### src/rtl/fifo_push_arbiter.sv
// Round-robin arbiter sharing one FIFO push port among NUM_REQ requesters.
// Define FIFO_ARB_BURST_CAP_EN to force release after MAX_BURST beats.
module fifo_push_arbiter #(
  parameter int NUM_REQ   = 4,
  parameter int DATA_W    = 64,
  parameter int MAX_BURST = 16,
  parameter int GID_W     = $clog2(NUM_REQ)
) (
  input  logic                      clk,
  input  logic                      rstn,
  input  logic                      stream_mode,
  input  logic [NUM_REQ-1:0]        s_req,
  input  logic [NUM_REQ*DATA_W-1:0] s_data,
  output logic [NUM_REQ-1:0]        s_ack,
  output logic [NUM_REQ-1:0]        s_ack_pulse,
  output logic [NUM_REQ-1:0]        s_fifo_full,
  output logic                      m_req,
  output logic [DATA_W-1:0]         m_data,
  input  logic                      m_ack,
  input  logic                      m_fifo_full,
  output logic                      busy,
  output logic [GID_W-1:0]          grant_id
);

  typedef enum logic {
    ST_IDLE,
    ST_BUSY
  } state_t;

  state_t             r_state;
  logic [GID_W-1:0]   r_grant_id;
  logic [GID_W-1:0]   r_last_grant;
  logic [NUM_REQ-1:0] r_ack_pulse;

  logic               w_busy;
  logic               w_req_g;
  logic               w_accept;
  logic               w_release;
  logic               w_cap_hit;
  logic [GID_W-1:0]   w_pick;
  logic [NUM_REQ-1:0] w_ack;
  logic [NUM_REQ-1:0] w_pulse_nxt;
  logic [DATA_W-1:0]  w_data;

  assign w_busy   = (r_state == ST_BUSY);
  assign w_req_g  = s_req[r_grant_id];
  assign w_accept = w_busy & w_req_g & m_ack;
  assign w_release = w_busy & (~w_req_g | w_cap_hit);

  // Descending offsets so the nearest requester after last_grant wins.
  always_comb begin
    int               v_idx;
    logic [GID_W-1:0] v_sel;
    v_idx  = 0;
    v_sel  = '0;
    w_pick = '0;
    for (int off = NUM_REQ; off >= 1; off--) begin
      v_idx = int'(r_last_grant) + off;
      if (v_idx >= NUM_REQ) v_idx = v_idx - NUM_REQ;
      v_sel = GID_W'(v_idx);
      if (s_req[v_sel]) w_pick = v_sel;
    end
  end

  always_comb begin
    w_data = '0;
    if (w_busy)
      w_data = s_data[int'(r_grant_id)*DATA_W +: DATA_W];
  end

  always_comb begin
    w_ack = '0;
    if (w_busy) w_ack[r_grant_id] = m_ack;
  end

  always_comb begin
    w_pulse_nxt = '0;
    if (w_accept) w_pulse_nxt[r_grant_id] = 1'b1;
  end

`ifdef FIFO_ARB_BURST_CAP_EN
  logic [7:0] r_beat_cnt;
  wire        w_unused_mode = stream_mode;

  assign w_cap_hit = w_accept &
    (r_beat_cnt == 8'(MAX_BURST - 1));

  always_ff @(posedge clk) begin
    if (!rstn) begin
      r_beat_cnt <= '0;
    end else if (!w_busy) begin
      r_beat_cnt <= '0;
    end else if (w_accept && r_beat_cnt != 8'hFF) begin
      r_beat_cnt <= r_beat_cnt + 8'd1;
    end
  end
`else
  wire        w_unused_mode = stream_mode;
  wire  [7:0] w_unused_cap  = 8'(MAX_BURST - 1);

  assign w_cap_hit = 1'b0;
`endif

  always_ff @(posedge clk) begin
    if (!rstn) begin
      r_state      <= ST_IDLE;
      r_grant_id   <= '0;
      r_last_grant <= GID_W'(NUM_REQ - 1);
      r_ack_pulse  <= '0;
    end else begin
      r_ack_pulse <= w_pulse_nxt;
      unique case (r_state)
        ST_IDLE: begin
          if (|s_req) begin
            r_grant_id <= w_pick;
            r_state    <= ST_BUSY;
          end
        end
        ST_BUSY: begin
          if (w_release) begin
            r_last_grant <= r_grant_id;
            r_state      <= ST_IDLE;
          end
        end
      endcase
    end
  end

  assign m_req       = w_busy & w_req_g;
  assign m_data      = w_data;
  assign s_ack       = w_ack;
  assign s_ack_pulse = r_ack_pulse;
  assign s_fifo_full = {NUM_REQ{m_fifo_full}};
  assign busy        = w_busy;
  assign grant_id    = r_grant_id;

endmodule

### config.mk
export PLATFORM = sky130hd
export DESIGN_NAME = fifo_push_arbiter
export DESIGN_NICKNAME = d
export VERILOG_FILES = /design/src/rtl/fifo_push_arbiter.sv
export SDC_FILE = /design/constraint.sdc
export NUM_CORES = 1
export LEC_CHECK = 0
export ABC_CLOCK_PERIOD_IN_PS = 2050
export CAP_MARGIN = 20
export CORE_AREA = 2 2 133 135
export DETAILED_ROUTE_END_ITERATION = 8
export DIE_AREA = 0 0 135 137
export REMOVE_ABC_BUFFERS = 1
export SETUP_SLACK_MARGIN = 0.1
export SYNTH_ARGS = -nofsm -noshare
export SYNTH_HDL_FRONTEND = slang
export SYNTH_SLANG_ARGS = --single-unit
export TNS_END_PERCENT = 1
### constraint.sdc
create_clock -name clk -period 2.05 [get_ports clk]
set_input_delay 0.3075 -clock clk [delete_from_list [all_inputs] [get_ports clk]]
set_output_delay 0.3075 -clock clk [all_outputs]
set_load 0.02 [all_outputs]
Word-level counts from Yosys, hierarchy flattened
Cells that the tools add are included.
{"block": "word_totals", "inputBits": 265, "register_bits": 9, "elab_cells": 59, "out_inout_bits": 80}
{"block": "classes", "add_sub_neg": 8, "n_mux": 25, "n_bitwise": 6, "shift": 1, "reduce_logical": 5, "order_cmp": 10}
{"cell": "$shiftx 256x9->64", "n": 1}
{"cell": "$mux 64", "n": 1}
{"cell": "$mux 2", "n": 8}
{"cell": "$lt 2x3->1 const B", "n": 5}
{"cell": "$bmux 1 s2", "n": 5}
{"cell": "$ge 3x3->1 const B", "n": 3}
{"cell": "$mux 1", "n": 8}
{"cell": "$sub 2x1->2 const B", "n": 4}
{"cell": "$add 2x2->3 const B", "n": 2}
{"cell": "$reduce_and 2->1", "n": 3}
{"cell": "$add 2x3->4 const B", "n": 1}
{"cell": "$and 4x4->4", "n": 1}
{"cell": "$ge 4x3->1 const B", "n": 1}
{"cell": "$mux 4", "n": 1}
{"cell": "$reduce_or 4->1", "n": 1}
{"cell": "$add 2x1->3 const B", "n": 1}
{"cell": "$and 1x1->1", "n": 3}
{"cell": "$demux 1 s2", "n": 1}
{"cell": "$ge 2x1->1 const B", "n": 1}
{"cell": "$not 1->1", "n": 2}
{"cell": "$pmux 1 s2", "n": 1}
{"cell": "$logic_and 1x1->1", "n": 1}

Depth between registers and ports, before layout
Gate-level depths: netlist of the first run.
{"block": "logic_depth", "depth_word": 9, "depth_mapped": 5, "mapped_depth_nobuf": 3}

Least setup slack after synthesis of the first run
OpenSTA, ideal clock, no wires.
{"block": "synth_path", "path_type": "reg2out", "from": "reg r_grant_id[0] (netlist: grant_id[0])", "to": "out m_data[59]", "required_ps": 1742, "n_path_buf": 2, "slack_ps": 223, "stages_incl_launch_ff": 5, "t_arrival_ps": 1519, "path_cell_list": "dfxtp_1 > buf_6 > buf_6 > mux4_2 > and2_1"}
{"block": "synth_between", "elab_chain_cells": 2}
{"item": "from (decl)", "line": "31", "source": "logic [GID_W-1:0] r_grant_id;"}
{"item": "from (signal assigned)", "line": "115", "source": "r_grant_id <= w_pick;"}
{"item": "$shiftx 256x9->64", "line": "68", "source": "w_data = s_data[int'(r_grant_id)*DATA_W +: DATA_W];"}
{"item": "$mux 64", "line": "67", "source": "if (w_busy)"}
{"item": "to (decl)", "line": "18", "source": "output logic [DATA_W-1:0] m_data,"}
Every way passes these cells.

Worst setup path after layout of the first run
{"block": "layout_path", "from": "reg r_grant_id[0] (netlist: grant_id[0])", "to": "out m_data[5]"}
Same word-level chain as after synthesis.

==> results of run 1 <==
cell usage in the layout, fill, tap and decap left out, types with 2 or more instances in the layout:
| cell | Yosys | final |
|---|---|---|
| clkdlybuf4s50_1 | 0 | 269 |
| nand2_1 | 4 | 4 |
| dfxtp_4 | 0 | 2 |
| nor2_1 | 2 | 2 |
| buf_12 | 6 | 7 |
| buf_4 | 4 | 12 |
| mux4_2 | 65 | 65 |
| inv_1 | 4 | 4 |
| and2_4 | 0 | 16 |
| and2_1 | 67 | 51 |
| clkdlybuf4s15_2 | 0 | 18 |
| and3_1 | 5 | 5 |
| buf_2 | 7 | 29 |
| nor2b_1 | 5 | 4 |
| dlygate4sd2_1 | 0 | 4 |
| mux2i_1 | 2 | 2 |
| o32ai_1 | 2 | 2 |
| buf_16 | 0 | 7 |
| buf_6 | 2 | 16 |
| clkbuf_16 | 0 | 3 |
| dfxtp_1 | 9 | 6 |
worst max path at each step:
stage / endpoint / slack (ns) / cells past startpoint
finish: m_data[5] / -0.12 / 6
global route: m_data[56] / -0.18 / 5
floorplan: m_req / -2.14 / 3
CTS: m_data[56] / -0.14 / 5
global placement: m_data[33] / -0.20 / 4
detailed placement: m_data[42] / -0.21 / 4
state kept, by name, indices dropped and copies added, names as in the netlist:
| name | count |
|---|---|
| r_last_grant | 2 |
| busy | 1 |
| grant_id | 2 |
| s_ack_pulse | 4 |
metrics by stage:
step                      cells  power (uW)  hold WS [ns]
after CTS                   774        2420         0.585
after global routing        774        2540         0.615
after global placement      760        1930         0.555
final                       774        2410         0.588
after detailed placement    760        1950         0.580
after floorplan             181        1010         0.381
power by group:
part / switching (uW) / internal, uW / leakage [uW] / total, uW
registers: 25.4 / 188 / 0.0000751 / 214
logic: 664 / 1190 / 0.00232 / 1850
clock network: 81.9 / 260 / 0.0000382 / 341
total: 772 / 1630 / 0.00244 / 2410
kinds of logic (layout without fill, tap and decap cells):
group,Yosys count,in the layout,share of synthesized area [%]
compound gates,11,11,3.66
buf+inv,31,372,9.87
flops,9,9,7.03
mux,68,68,58.4
simple gates,89,89,21.1
timing repair:
| action | CTS | global route |
|---|---|---|
| pin swaps | 11 | 5 |
| resized for setup | 278 | 19 |
| gates cloned | 6 | 0 |
| hold endpoints to repair | 0 | 0 |
| setup endpoints to repair | 69 | 68 |
| buffers inserted | 4 | 0 |
area by class of cell:
class                      instances  share of cell area (%)
clock buffer                       4                    1.22
inverter                           4                   0.233
multi-input combinational        168                    33.7
sequential                         9                    2.93
tap                              225                    4.36
timing repair buffer             364                    57.6
tightest hold or removal path: cells and delay by family, from the launching register on:
| family | cells | cell delay, ns |
|---|---|---|
| flops | 1 | 0.36 |
| simple gates | 2 | 0.17 |
per-layer routing:
metal  part of all wire (%)  vias to the layer above  global-route usage (%)
met4                   0.61                        0                    1.68
met1                     37                     1666                    17.3
met5                      0                        -                       0
met2                     54                      199                    27.9
met3                    8.0                        6                    2.78
li1                       -                     1516                       -
==> impl_metrics.yaml, run 1 <==
outcome:
  status: "complete, but fails checks"
  failed_checks: "negative setup slack"
critical_path:
  startpoint_type: "flip-flop"
  cp_max_fo: 8
  required_ns: 1.74
  cp_cell_sequence: "buf_12 -> buf_12 -> buf_16 -> mux4_2 -> and2_4 -> buf_6"
  reg2reg_depth: 5
  crit_slowest_cell: "mux4_2"
  r2r_start: "grant_id[0]"
  crit_path_start: "grant_id[0]"
  critical_path_arrival_ns: 1.86
  crit_buf_inv: 4
  rr_endpoint: "r_last_grant[1]"
  rrSetupSlack_ns: 0.47
  critPathKind: "reg2out"
  cp_slowest_stage_delay_ns: 0.56
  crit_path_end_kind: "output pin"
  critPathTopFamily: "multiplexers"
  cpMostUsedCell: "buf_12"
floorplan:
  ios: 345
  initial_core_util_pct: 15.0
  fp.dieArea_sq_um: 18500
  rows: 48
  core-area_sq_um: 17100
  die_y_um: 137
  die_x_um: 135
yosys:
  async_flop_share_pct: 0
  syn_avg_cell_area_sq_um: 12.3
  synth_area_leader_cell: "mux4_2"
  synth_edf_count: 0
  yosysWarnings: 0
  yosysSeqAreaShare_pct: 7.03
  synthTopCellsByCount: "67 x and2_1, 65 x mux4_2, 9 x dfxtp_1"
  synth_seq_cells: 9
  syn_inst: 208
  yosysMostFrequentCell: "and2_1"
  synthTopCellsByArea: "mux4_2 57%, and2_1 16%, dfxtp_1 7.0%"
  synth_cell_types: 31
  synth_flop_cell: "dfxtp_1"
  synth_top_area_share_pct: 57.2
  netlist_area_sq_um: 2560
clock_tree:
  numCtsBuffers: 3
  insertion_delay_ns: 0.23
  htree_levels: 1
  path_clk_slew_ns: 0.04
  cts_sinks: 9
  root_buffer: "clkbuf_16"
  cts_buffer_depth: 2
  ctsHoldBuffers: 0
  cts_tree: "built"
layout:
  syn_to_final_growth_pct: 152
  diodes: 0
  final_layout_size_suffix_gt1_share_pct: 33.0
  utilization_pct: 37.8
  register_area_sq_um: 189
  multi_input_area_sq_um: 2170
  postLayoutCellArea_sq_um: 6450
  fillers: 1640
  finalNetCount: 815
global_route:
  antenna_found_initial: 0
  grt_use_total_pct: 14.6
  grt_pass1_vias: 3631
  grt_overflow: 0
  grt_pass1_wl_um: 20700
  grt_max_degree: 36
route:
  wirelength_um: 14500
  dr.pass1.iters: 6
  vias_per_cell: 4.38
  avgRoutedWirePerCell_um: 18.8
  drt_iter0_drc: 123
  antenna_left: 0
  drc_errors: 0
  routed-via-count: 3387
sta:
  setup_viol: 45
  slew_viol_final: 0
  fmax_mhz: 461
  fin_skew_ns: 0.000970
  fin_crit_sh_pct: 106
  finalSetupTns_ns: -2.66
  hold_viol: 0
  period_minus_slack_ns: 2.17
  slew_headroom_pct: 78.3
  timing.final.ws_setup_ns: -0.120
  worst_pin_slew_ns: 0.322
  rsz0062_at_grt: "true"
hold_path:
  hp-class: "reg2reg"
  hold_depth: 2
  hp-start: "r_last_grant[0]"
  min_to: "r_last_grant[0]"
place:
  dp.final_hpwl_um: 11600
  place_area_sq_um: 6190
  gp_congestion: 0.799
  port_buffers: 338
  dp_slack_ns: -0.214
power:
  power_leakage_uw: 0.00244
  pwr_density_cell_nw_per_um2: 373
  ir_worst_vdd_uv: 197
run:
  maxCapViolCount: 0
Power figures use the tool's default switching activity.
==> inputs of run 2 (changes only) <==
- RECOVER_POWER: default -> 100
==> run 2 against run 1 <==
The flow still finishes with violations (negative setup slack). First-iteration DRC count down 4.1%. Routed wire length about the same. Fmax about the same. Final area about the same. Cell count unchanged. Clock power about the same. Global-route usage unchanged. Combinational power about the same. Critical endpoint unchanged. Largest power group unchanged.
==> impl_metrics.yaml, run 2 (synthesized netlist as in run 1, its figures left out) <==
critical_path:
  cp_max_fo: 8
  crit_path_end_kind: "output pin"
  required_ns: 1.74
  critPathKind: "reg2out"
  startpoint_type: "flip-flop"
  critical_path_arrival_ns: 1.86
global_route:
  grt_max_degree: 36
  met1_usage_pct: 17.3
  grt_use_total_pct: 14.6
  grt_overflow: 0
  antenna_found_initial: 0
  grt_pass1_vias: 3631
  use_met2_pct: 27.9
  grt_pass1_wl_um: 20700
  use_met3_pct: 2.78
  grt-busiest-layer: "met2"
hold_path:
  hp-class: "reg2reg"
layout:
  diodes: 0
  final_layout_size_suffix_gt1_share_pct: 32.4
  finalNetCount: 815
  largest_reg_flops: 4
  final_common_cell: "clkdlybuf4s50_1"
  layoutNonFillerInstCount: 774
  syn_to_final_growth_pct: 152
  layout_common_cells: "261 x clkdlybuf4s50_1, 65 x mux4_2, 50 x and2_1"
sta:
  fin_crit_sh_pct: 106
  setup_viol: 46
  hold_ws_ns: 0.588
  timing.final.ws_setup_ns: -0.121
  slew_viol_final: 0
  period_minus_slack_ns: 2.17
  fmax_mhz: 461
  fin_skew_ns: 0.000476
  worst_pin_slew_ns: 0.319
  hold_viol: 0
  rsz0062_at_grt: "true"
  slew_headroom_pct: 78.5
power:
  ir_worst_vdd_uv: 197
  pwr_density_cell_nw_per_um2: 373
  power_leakage_uw: 0.00244
route:
  avgRoutedWirePerCell_um: 18.8
  antenna_left: 0
  dr.pass1.iters: 6
  drc_errors: 0
  wirelength_um: 14500
  vias_per_cell: 4.36
  drt_iter0_drc: 118
  routed-via-count: 3373
floorplan:
  core-area_sq_um: 17100
  die_x_um: 135
  initial_core_util_pct: 15.0
  fp.dieArea_sq_um: 18500
  ios: 345
  rows: 48
  die_y_um: 137
outcome:
  failed_checks: "negative setup slack"
  status: "complete, but fails checks"
place:
  dp.final_hpwl_um: 11600
  gp_congestion: 0.799
  numPlacedInstances: 760
  port_buffers: 338
clock_tree:
  cts_sinks: 9
  insertion_delay_ns: 0.23
  cts_buffer_depth: 2
  root_buffer: "clkbuf_16"
  numCtsBuffers: 3
  ctsHoldBuffers: 0
  path_clk_slew_ns: 0.04
  htree_levels: 1
  cts_tree: "built"
run:
  maxCapViolCount: 0
run 2: cell count changes in the layout (fill, tap and decap cells not counted), sizes merged:
cell           previous run  this run
buf                      71        68
clkbuf                    5         8
clkdlybuf4s50           269       261
dlygate4sd3               0         8
run 2: cell type report:
class                   instances  area (sq um)
repair buffers                364          3710
clock buffers                   4          78.8
fillers                      1642         10600
inverters                       4          15.0
well taps                     225           282
multi-input cells             168          2170
flip-flops and latches          9           189
run 2: worst paths after layout:
kind,from,to,slack (ns),depth (start not counted)
hold reg to reg,r_last_grant[0],r_last_grant[0],0.59,2
setup reg to reg,grant_id[0],r_last_grant[1],0.47,5
setup / recovery,grant_id[0],m_data[5],-0.12,6
hold / removal,r_last_grant[0],r_last_grant[0],0.59,2
run 2: worst max-delay path, stage by stage, from the launching register on:
cell,delay [ns]
dfxtp_4,0.37
buf_12,0.14
buf_12,0.12
buf_16,0.14
mux4_2,0.56
and2_4,0.17
buf_6,0.12
run 2: timing repair:
item,in CTS,in global routing
setup endpoints to repair,69,68
setup buffers,4,0
pin swaps,11,5
gates cloned,6,0
resized for setup,278,19
run 2: metal layers:
layer  part of all wire [%]  vias to the layer above
li1                       -                     1516
met1                     37                     1653
met2                     54                      198
met3                    8.1                        6
met4                   0.61                        0
met5                      0                        -
run 2: through the flow:
step                util, %  power [uW]  setup slack [ns]  setup TNS [ns]  instance area [sq um]
floorplan                 -        1010             -2.14         -160.46                   2320
global placement       36.3        1930            -0.197           -9.48                   6190
detailed placement     36.3        1950            -0.214          -10.29                   6190
CTS                    37.6        2420            -0.143           -4.17                   6410
global route           37.8        2540            -0.178           -6.49                   6440
finish                 37.8        2400            -0.121           -2.75                   6440
run 2: report_power, final:
part | leakage [uW] | total (uW) | internal [uW] | switching (uW)
Clock | 0.0000382 | 341 | 260 | 81.8
Combinational | 0.00233 | 1850 | 1180 | 665
Sequential | 0.0000751 | 214 | 188 | 25.4
==> inputs of run 3 (changes only) <==
- CORE_AREA: 2 2 133 135 -> 5 5 132 134
- DIE_AREA: 0 0 135 137 -> 0 0 137 139
- GPL_TIMING_DRIVEN: default -> 0
==> run 3 against run 2 <==
The flow still finishes with violations (negative setup slack). Final area up 2.6%. Fmax down 0.79%. Power up 5.2%. Critical endpoint is now m_data[13]. Highest routed layer unchanged.
==> impl_metrics.yaml, run 3 (synthesized netlist as in run 1, its figures left out) <==
sta:
  slew_viol_final: 0
  worst_pin_slew_ns: 0.409
  period_minus_slack_ns: 2.19
  slew_headroom_pct: 72.5
  setup_viol: 49
  hold_ws_ns: 0.615
  fin_skew_ns: 0.000858
  fin_crit_sh_pct: 107
  timing.final.ws_setup_ns: -0.138
  fmax_mhz: 457
  finalSetupTns_ns: -3.69
  rsz0062_at_grt: "true"
  hold_viol: 0
route:
  drt_iter0_drc: 96
  routed-via-count: 3429
  avgRoutedWirePerCell_um: 20.6
  drc_errors: 0
  dr.pass1.iters: 4
  wirelength_um: 16100
  vias_per_cell: 4.38
  antenna_left: 0
critical_path:
  cp_cell_sequence: "buf_12 -> buf_16 -> buf_6 -> mux4_2 -> and2_4 -> buf_4"
  critPathTopFamily: "buffers and inverters"
  cp_num_cells: 6
  rrSetupSlack_ns: 0.37
  cp_slowest_stage_delay_ns: 0.48
  rr_endpoint: "r_last_grant[1]"
  required_ns: 1.74
  startpoint_type: "flip-flop"
  crit_buf_inv: 4
  crit_path_end_kind: "output pin"
  cp_max_fo: 6
  crit_end: "m_data[13]"
  crit_path_start: "grant_id[0]"
  r2r_start: "grant_id[0]"
  critPathKind: "reg2out"
  crit_slowest_cell: "mux4_2"
  reg2reg_depth: 5
  critical_path_arrival_ns: 1.88
power:
  power_leakage_uw: 0.00261
  finalPower_uw: 2530
  pwr_density_cell_nw_per_um2: 382
  ir_worst_vdd_uv: 320
floorplan:
  rows: 47
  core-area_sq_um: 16200
  die_y_um: 139
  initial_core_util_pct: 15.8
  fp.dieArea_sq_um: 19000
  ios: 345
  die_x_um: 137
global_route:
  grt_pass1_wl_um: 22700
  grt_overflow: 0
  antenna_found_initial: 1
  grt_max_degree: 42
  grt_pass1_vias: 3753
  grt_use_total_pct: 15.4
clock_tree:
  insertion_delay_ns: 0.24
  cts_tree: "built"
  ctsHoldBuffers: 0
  cts_sinks: 9
  path_clk_slew_ns: 0.04
  htree_levels: 1
  numCtsBuffers: 3
  root_buffer: "clkbuf_16"
  cts_buffer_depth: 2
layout:
  final_layout_size_suffix_gt1_share_pct: 38.9
  syn_to_final_growth_pct: 158
  final_common_cell: "clkdlybuf4s50_1"
  layout_common_cells: "261 x clkdlybuf4s50_1, 65 x mux4_2, 42 x buf_6"
  finalNetCount: 827
  postLayoutCellArea_sq_um: 6610
  largest_reg_flops: 4
  fillers: 1563
place:
  dp.final_hpwl_um: 12600
  port_buffers: 338
  place_area_sq_um: 6070
  gp_congestion: 0.860
outcome:
  status: "complete, but fails checks"
  failed_checks: "negative setup slack"
run:
  maxCapViolCount: 0
hold_path:
  hp-class: "in2out"
run 3: area by class of cell:
cell class / count / area, sq um / area share, %
Tap cell: 220 / 275 / 4.16
Sequential cell: 9 / 191 / 2.89
Clock buffer: 4 / 78.8 / 1.19
Multi-Input combinational cell: 168 / 2230 / 33.8
Antenna cell: 1 / 2.50 / 0.0378
Timing Repair Buffer: 376 / 3820 / 57.7
Inverter: 4 / 15.0 / 0.227
run 3: metal layers:
metal	share of wire (%)	up-vias	wire length, um	GRT usage, %
met1	35	1641	5660	17.5
met2	52	224	8440	28.2
met4	1.4	0	221	2.99
li1	-	1539	-	-
met3	11	25	1830	4.64
met5	0	-	0	0
run 3: repair_timing:
action                                  in CTS  in global routing
endpoints found under the setup margin      74                 69
cloned                                       1                  1
resized for setup                          266                136
setup buffers                               20                 13
pin swaps                                    6                 16
run 3: power breakdown:
group | leakage (uW) | switching (uW) | internal (uW) | total [uW]
combinational | 0.00249 | 679 | 1270 | 1950
sequential | 0.0000754 | 39.9 | 188 | 228
clock | 0.0000382 | 89.4 | 260 | 350
run 3: worst min-delay path by stage:
stage,from,endpoint,slack [ns],cells after the start
final,m_fifo_full,s_fifo_full[0],0.62,0
after global routing,m_fifo_full,s_fifo_full[0],0.62,0
after CTS,r_last_grant[0],r_last_grant[0],0.59,2
after detailed placement,r_last_grant[0],r_last_grant[0],0.58,2
after global placement,r_last_grant[0],r_last_grant[0],0.57,2
after floorplan,rstn,r_last_grant[0],0.38,1
run 3: metrics by stage:
step                      utilization [%]  instances  setup WS [ns]
after floorplan                         -        181          -2.14
after global placement               37.0        739          -3.47
after detailed placement             37.5        742         -0.736
after CTS                            38.4        767         -0.209
after global routing                 40.9        782         -0.199
final                                40.9        782         -0.138
==> patch: new RTL, flow settings as in run 3 <==
Add a define of `FIFO_ARB_BURST_CAP_EN`.
--- a/src/rtl/fifo_push_arbiter.sv
+++ b/src/rtl/fifo_push_arbiter.sv
@@ -1,4 +1,6 @@
 // Round-robin arbiter sharing one FIFO push port among NUM_REQ requesters.
 // Define FIFO_ARB_BURST_CAP_EN to force release after MAX_BURST beats.
+`define FIFO_ARB_BURST_CAP_EN
+
 module fifo_push_arbiter #(
   parameter int NUM_REQ   = 4,
Behaviour: same outputs for any inputs over 4 cycles, from zero or initial values and one cycle with rstn low; that may be too few to reach the edited logic, so the function may still have changed.
==> patch against run 3 <==
- maximum frequency increased by 0.64%
- the flow still finishes with violations (negative setup slack)
- setup slack improved by 14 ps
- sequential cell count increased by 8
- register-to-register slack got worse by 260 ps
- power increased by 12%
- routed wire length increased by 24%
- first-iteration DRC count increased by 150%
- core utilization increased by 2.5 points
- cell area increased by 6.1%
- combinational power increased by 7%
- critical path type unchanged
- synthesized area increased by 11%
- clock power increased by 11%
- critical path depth unchanged
==> patch: results <==
metrics = {
    "final_layout": {
        "finalNetCount": 869,
        "utilization": 0.434,
        "layout-drive-gt1-share": 0.341,
    },
    "worst_hold_path": {
        "hold_path.class": "input port to register",
        "hp-start": "s_req[1]",
    },
    "logic_synthesis": {
        "yosys-top-cells-area": "mux4_2 (52%), and2_1 (15%), dfxtp_1 (12%)",
        "yosysSeqAreaShare": 0.120,
        "synth_mux_area_frac": 0.530,
        "synth_xor_area_frac": 0.00618,
        "synth_compound_area_frac": 0.0596,
        "synth_fa_ha_area_frac": 0.00441,
        "ys_top_cells_by_count": "and2_1 (68), mux4_2 (65), clkbuf_1 (17), dfxtp_1 (17), nor2_1 (15)",
    },
    "route": {
        "top_layer": "met5",
        "drt_iter0_markers": 239,
        "vias_per_cell": 4.65,
        "met1Wirelength_um": 7310,
        "wl_met3_um": 1680,
        "wl_met2_um": 10600,
    },
    "global_routing": {
        "grt_usage": 0.198,
        "grt_pass1_vias": 4086,
        "antenna_found_initial": 8,
        "grt_max_degree": 32,
    },
    "status": {
        "violations": "negative setup slack",
        "status": "complete, but fails checks",
    },
    "place": {
        "globalplace.congestion": 0.853,
        "hpwl_um": 15000,
        "placed_area_um2": 6450,
    },
    "timing": {
        "setup_ws_ps": -124,
        "finalSetupViolations": 47,
        "fin_tns_setup_ps": -2730,
    },
    "setup_path": {
        "cp_max_fo": 8,
        "rrSetupSlack_ps": 110,
    },
    "power_and_ir_drop": {
        "sw_frac_of_total": 0.324,
    },
}
patch: changes by cell type after synthesis, sizes merged, moves of 3 or more:
cell	change
nor2b	-5
buf	-8
o21ai	+4
inv	+3
nand3	+4
a21oi	+6
a31oi	+4
nor2	+13
clkbuf	+9
dfxtp	+8
nand2	+3
patch: layout make-up:
type                    count  area share
clock buffers               4      0.0112
inverters                   7     0.00374
well taps                 220      0.0392
flip-flops and latches     17      0.0501
diodes                      5     0.00178
multi-input cells         207       0.345
repair buffers            367       0.549
patch: timing repair:
item,4_1_cts,5_1_grt
hold buffers,0,0
buffers inserted,17,3
pin swaps,15,17
endpoints found under the setup margin,83,70
hold endpoints to repair,0,0
cloned,7,0
gates resized for setup,338,80
patch: tightest hold or removal path, stage by stage:
cell and delay, ps:
dlymetal6s2s_1 180, o221ai_1 110, a31oi_1 80
patch: worst min path at each step:
| stage | endpoint | cells after the start |
|---|---|---|
| after global routing | s_ack_pulse[0] | 2 |
| final | grant_id[0] | 3 |
| after floorplan | s_ack_pulse[2] | 2 |
| after CTS | r_beat_cnt[4] | 1 |
| after global placement | r_beat_cnt[4] | 1 |
| after detailed placement | r_beat_cnt[4] | 1 |
patch: through the flow:
stage	std cells	hold WS, ps
floorplan	231	421
global placement	789	492
detailed placement	792	510
CTS	820	513
global route	827	487
finish	827	476
patch: cell families after synthesis:
kind of cell	after synthesis
DFF	17
xor gates and xnor gates	2
and+or+nand+nor	111
buffers and inverters	35
adders and majority gates	1
AOI/OAI and AO/OA	24
muxes	69
patch: routing by layer:
layer | global-route usage | up-vias
met2 | 0.358 | 180
met3 | 0.0461 | 22
met5 | 0 | -
li1 | - | 1711
met4 | 0.0515 | 4
met1 | 0.233 | 1930
